### src/rtl/dtw_pkg.sv
// rtl/dtw_pkg.sv - shared constants and word layout for the DTW sample packer
package dtw_pkg;
  localparam int SAMPLE_W    = 10;
  localparam int PACK        = 3;
  localparam int MAX_WORDS   = 32;
  localparam int WORD_W      = 32;
  localparam int LAST_BIT    = 31;
  localparam int WORD_DATA_W = 30;

  // [31] last, [30] reserved zero, [29:0] samples packed LSB-first
  typedef struct packed {
    logic                   last;
    logic                   rsvd;
    logic [WORD_DATA_W-1:0] samples;
  } dtw_word_t;
endpackage

### src/rtl/dtw_word_fifo.sv
// rtl/dtw_word_fifo.sv - synchronous first-word-fall-through word FIFO
module dtw_word_fifo #(
  parameter int DEPTH = 4,
  parameter int WIDTH = 32
) (
  input  logic                       clk_i,
  input  logic                       rst_i,
  input  logic                       push_i,
  input  logic [WIDTH-1:0]           push_data_i,
  input  logic                       pop_i,
  output logic [$clog2(DEPTH):0]     count_o,
  output logic [WIDTH-1:0]           head_o
);
  localparam int PTR_W = $clog2(DEPTH);
  localparam int CNT_W = PTR_W + 1;

  logic [WIDTH-1:0] mem_q [DEPTH];
  logic [PTR_W-1:0] wr_q, wr_d, rd_q, rd_d;
  logic [CNT_W-1:0] count_q, count_d;
  logic             do_push, do_pop;

  always_comb begin
    do_push = push_i && (count_q < CNT_W'(DEPTH));
    do_pop  = pop_i && (count_q != '0);
    wr_d    = wr_q + PTR_W'(do_push);
    rd_d    = rd_q + PTR_W'(do_pop);
    count_d = count_q + CNT_W'(do_push) - CNT_W'(do_pop);
  end

  always_ff @(posedge clk_i) begin
    if (rst_i) begin
      wr_q    <= '0;
      rd_q    <= '0;
      count_q <= '0;
    end else begin
      wr_q    <= wr_d;
      rd_q    <= rd_d;
      count_q <= count_d;
    end
  end

  // Storage needs no reset: the head is masked whenever the count is zero
  always_ff @(posedge clk_i) begin
    if (do_push) mem_q[wr_q] <= push_data_i;
  end

  assign count_o = count_q;
  assign head_o  = (count_q != '0) ? mem_q[rd_q] : '0;
endmodule

### src/rtl/dtw_sample_packer.sv
// rtl/dtw_sample_packer.sv - packs reference samples into tagged 32-bit words
module dtw_sample_packer #(
  parameter int SAMPLE_W  = dtw_pkg::SAMPLE_W,
  parameter int PACK      = dtw_pkg::PACK,
  parameter int DEPTH     = 4,
  parameter int MAX_WORDS = dtw_pkg::MAX_WORDS
) (
  input  logic                clk_i,
  input  logic                rst_i,
  input  logic [SAMPLE_W-1:0] s_data_i,
  input  logic                s_valid_i,
  input  logic                s_last_i,
  output logic                s_ready_o,
  output logic [31:0]         m_data_o,
  output logic                m_valid_o,
  input  logic                m_ready_i,
  output logic [5:0]          frame_words_o,
  output logic                trunc_o
);
  import dtw_pkg::*;

  localparam int DATA_W = SAMPLE_W * PACK;
  localparam int SLOT_W = (PACK > 1) ? $clog2(PACK) : 1;
  localparam int CNT_W  = $clog2(DEPTH) + 1;

  logic [DATA_W-1:0] acc_q, acc_d, merged;
  logic [SLOT_W-1:0] slot_q, slot_d;
  logic [5:0]        frame_q, frame_d, word_num;
  logic              trunc_q, trunc_d;
  logic              accept, push, pop;
  logic [CNT_W-1:0]  fifo_count;
  dtw_word_t         word;

  assign s_ready_o = !rst_i && (fifo_count < CNT_W'(DEPTH));
  assign accept    = s_valid_i && s_ready_o;
  assign m_valid_o = (fifo_count != '0);
  assign pop       = m_valid_o && m_ready_i;

  always_comb begin
    acc_d    = acc_q;
    slot_d   = slot_q;
    frame_d  = frame_q;
    trunc_d  = 1'b0;
    push     = 1'b0;
    word     = '0;
    merged   = acc_q | (DATA_W'(s_data_i) << (int'(slot_q) * SAMPLE_W));
    word_num = frame_q + 6'd1;
    if (accept) begin
      if (s_last_i || slot_q == SLOT_W'(PACK - 1)) begin
        push         = 1'b1;
        acc_d        = '0;
        slot_d       = '0;
        word.samples = WORD_DATA_W'(merged);
        // A full-length sequence without a last marker is closed here
        if (s_last_i || word_num == 6'(MAX_WORDS)) begin
          word.last = 1'b1;
          frame_d   = '0;
          trunc_d   = !s_last_i;
        end else begin
          frame_d = word_num;
        end
      end else begin
        acc_d  = merged;
        slot_d = slot_q + SLOT_W'(1);
      end
    end
  end

  always_ff @(posedge clk_i) begin
    if (rst_i) begin
      acc_q   <= '0;
      slot_q  <= '0;
      frame_q <= '0;
      trunc_q <= 1'b0;
    end else begin
      acc_q   <= acc_d;
      slot_q  <= slot_d;
      frame_q <= frame_d;
      trunc_q <= trunc_d;
    end
  end

  dtw_word_fifo #(
    .DEPTH (DEPTH),
    .WIDTH (WORD_W)
  ) u_fifo (
    .clk_i       (clk_i),
    .rst_i       (rst_i),
    .push_i      (push),
    .push_data_i (word),
    .pop_i       (pop),
    .count_o     (fifo_count),
    .head_o      (m_data_o)
  );

  assign frame_words_o = frame_q;
  assign trunc_o       = trunc_q;
endmodule

### config.mk
export PLATFORM = sky130hd
export DESIGN_NAME = dtw_sample_packer
export DESIGN_NICKNAME = d
export VERILOG_FILES = /design/src/rtl/dtw_pkg.sv /design/src/rtl/dtw_word_fifo.sv /design/src/rtl/dtw_sample_packer.sv
export SDC_FILE = /design/constraint.sdc
export NUM_CORES = 1
export LEC_CHECK = 0
export CAP_MARGIN = 10
export CORE_ASPECT_RATIO = 1.75
export CORE_MARGIN = 3
export CORE_UTILIZATION = 55
export CTS_BUF_LIST = sky130_fd_sc_hd__clkbuf_4 sky130_fd_sc_hd__clkbuf_8 sky130_fd_sc_hd__clkbuf_16
export DETAILED_ROUTE_END_ITERATION = 10
export HOLD_SLACK_MARGIN = 0.05
export PLACE_DENSITY = 0.85
export SLEW_MARGIN = 20
export SYNTH_ARGS = -nofsm -noshare
export SYNTH_HDL_FRONTEND = slang
export SYNTH_SLANG_ARGS = --single-unit
### constraint.sdc
create_clock -name clk_i -period 10.4 [get_ports clk_i]
set_clock_uncertainty 0.2 [all_clocks]
set_input_delay 1.04 -clock clk_i [delete_from_list [all_inputs] [get_ports clk_i]]
set_output_delay 1.04 -clock clk_i [all_outputs]
set_load 0.02 [all_outputs]
==> run_results.csv <==
group,metric,value,unit
route,detailroute.via_count,4012,
floorplan,effective_utilization_at_floorplan,56.34,%
route,final_antenna_net_count,0,
clocking,post-cts-setup-buffers,0,
sta,timing_hold_violations_final,0,
place,dp_slack,6.603,ns
place,placedInstanceArea,7530,sq um
layout,areaGrowthSynthToFinish,18.51,%
grt,grt_pass1_vias,4143,
grt,largest_net_degree_at_the_start_of_global_routing,38,
floorplan,die_height,153.1,um
synth,synth.top_cells.by_area,"sky130_fd_sc_hd__edfxtp_1, sky130_fd_sc_hd__dfxtp_1, sky130_fd_sc_hd__mux4_2, sky130_fd_sc_hd__a21oi_1, sky130_fd_sc_hd__nor2b_1",
layout,antenna-diode-count,0,
sta,maxClockFrequency,0.2591,GHz
grt,grt_first_pass_wirelength,21230,um
hold_path,hp-class,"reg -> reg",
layout,fin_area,8059,sq um
layout,fraction_of_final_layout_cells_with_drive_strength_greater_than_1,19.07,%
clocking,clock_path_buffers,2,
floorplan,die_area,13790,sq um
place,routabilityCongestion,0.8526,
floorplan,core_area,12070,sq um
sta,slew_viol_final,0,
power,post-layout-total-power,1880,uW
power,leakage_power_figure,0.002482,uW
synth,synth_seq_cells,170,
sta,report.final.setup_viol,0,
synth,synth.most_common_cell,"sky130_fd_sc_hd__edfxtp_1",
synth,synth_cells,462,
route,first_pass_iters,5,
synth,synth_top_area_cell,"sky130_fd_sc_hd__edfxtp_1",
floorplan,die_width,90.06,um
layout,nNetsFinal,545,
clocking,cts.sinks,170,
clocking,cts_tree,"yes",
run,max_cap_violations,0,
grt,remaining_global_route_overflow,0,
synth,yosys_most_used_dff,"sky130_fd_sc_hd__edfxtp_1",
synth,synth_enable_flop_cells,124,
layout,layout.core_utilization,66.77,%
clocking,cts-htree-levels,4,
route,drt_iter0_markers,288,
sta,timing.final.crit_period,3.860,ns
sta,period_utilization_post_route,37.12,%
setup_path,timing.critical_path.to_type,"primary output",
floorplan,rows,53,
place,detailed_place_hpwl,8395,um
layout,ff_latch_area,4647,sq um
sta,final.setup.tns,0,ns
synth,synth_warnings,0,
setup_path,critPathRequiredTime,9.16,ns
layout,multi_input_area,2034,sq um
setup_path,timing.critical_path.from_type,"flop",
sta,maxSlewHeadroom,39.46,%
power,power.density,233.3,nW/um^2
power,ir_worst_vdd,148.6,uV
synth,ys_async_sr_fraction,0,%
setup_path,critical_path.max_fanout,31,
route,wl_per_cell,18.73,um
synth,synth_largest_type_area_fraction,54.76,%
place,io_buffers,54,
synth,ys_top_cells_by_count,"sky130_fd_sc_hd__edfxtp_1, sky130_fd_sc_hd__a21oi_1, sky130_fd_sc_hd__nor2_1, sky130_fd_sc_hd__dfxtp_1, sky130_fd_sc_hd__nor2b_1",
sta,rsz0062_at_grt,"false",
grt,grt_antenna_before_repair,0,
route,vias_per_cell,5.731,
synth,mapped_avg_cell_area,14.72,sq um
sta,slew_at_the_pin_closest_to_its_max_slew_limit,0.9081,ns
clocking,post_cts_repair_resize_count,0,
synth,yosysUniqueCellTypes,39,
setup_path,arrival,2.62,ns
synth,netlist_area,6800,sq um
synth,synth_nets,484,
synth,sequential_share_of_the_synthesized_area,68.30,%
outcome,outcome,"completed",
grt,globalRouteTotalUtil,20.12,%
floorplan,ioPinCount,56,
clocking,worst_setup_hold_path_clk_slew,0.06,ns
clocking,cts.root.buffer_cell,"sky130_fd_sc_hd__clkbuf_16",
setup_path,ws_path_type,"reg -> out",
route,wl,13110,um
layout,nFillCells,824,
route,route.detailed.drc,0,
sta,finalWorstSetupSlack,6.540,ns
clocking,cts_buffers,17,
clocking,clock_latency,0.42,ns
clocking,cts.hold.buffers_added,0,
layer usage:
layer / share of wire (%) / global-route usage (%) / vias to the layer above
met5: 0 / 0 / -
met4: 2.3 / 8.327 / 0
met3: 5.1 / 5.515 / 26
met2: 54 / 35.45 / 171
met1: 39 / 23.01 / 1988
li1: - / - / 1827
per-stage QoR:
| stage | instances | hold WS, ns |
|---|---|---|
| 6_report | 700 | 0.2695 |
| 5_1_grt | 700 | 0.2927 |
| 4_1_cts | 700 | 0.2676 |
| 3_5_place_dp | 669 | 0.2510 |
| 3_3_place_gp | 669 | 0.2473 |
| 2_1_floorplan | 462 | 0.2375 |
logic make-up after synthesis:
group / synth area share, %
flops: 68.30
simple gates: 11.11
compound gates: 6.311
mux: 10.27
buf+inv: 2.042
fa+ha+maj: 1.398
xor+xnor: 0.5151
other cells: 0.05514
layout make-up:
type,count,area share (%)
flip-flops and latches,170,57.66
multi-input cells,261,25.24
repair buffers,62,7.452
clock buffers,20,5.558
well taps,165,2.562
clock inverters,11,1.009
inverters,11,0.5123
report_power, final:
| part | total, uW | internal, uW | switching, uW | leakage, uW |
|---|---|---|---|---|
| combinational | 549 | 270 | 280 | 0.000842 |
| clock | 560 | 330 | 229 | 0.000262 |
| sequential | 771 | 747 | 24.2 | 0.00138 |
| total | 1880 | 1350 | 533 | 0.00248 |
cells in the final DEF, fill, tap and decap left out, types with 4 or more instances in the layout:
cell                              count
sky130_fd_sc_hd__nand2_1              8
sky130_fd_sc_hd__nor2_1              53
sky130_fd_sc_hd__nor2_2              21
sky130_fd_sc_hd__ha_1                 6
sky130_fd_sc_hd__inv_1                8
sky130_fd_sc_hd__xnor2_1              4
sky130_fd_sc_hd__clkinv_2             5
sky130_fd_sc_hd__nor2b_1             39
sky130_fd_sc_hd__a21oi_1             63
sky130_fd_sc_hd__buf_4                8
sky130_fd_sc_hd__nand3_1              4
sky130_fd_sc_hd__edfxtp_1           124
sky130_fd_sc_hd__dfxtp_1             44
sky130_fd_sc_hd__clkdlybuf4s50_1     54
sky130_fd_sc_hd__mux4_2              31
sky130_fd_sc_hd__clkbuf_16           17
critical path, stage by stage (launching register included):
cell,delay (ns)
sky130_fd_sc_hd__dfxtp_2,0.33
sky130_fd_sc_hd__buf_4,0.51
sky130_fd_sc_hd__mux4_2,0.61
sky130_fd_sc_hd__nor2b_1,0.16
sky130_fd_sc_hd__clkdlybuf4s50_1,0.57
final timing paths:
path,end,slack (ns),cells past startpoint,startpoint
max,m_data_o[2],6.54,4,u_fifo.rd_q[0]
min,acc_q[3],0.27,2,acc_q[3]
max reg2reg,u_fifo.count_o[2],7.68,10,slot_q[0]
min reg2reg,acc_q[3],0.27,2,acc_q[3]
flip-flops by register name (all words and copies together), names as in the netlist:
name	cells
u_fifo.mem_q	124
trunc_o	1
u_fifo.rd_q	2
u_fifo.count_o	3
acc_q	30
slot_q	2
frame_words_o	6
u_fifo.wr_q	2
No activity file was read; power rests on OpenSTA's default activity.
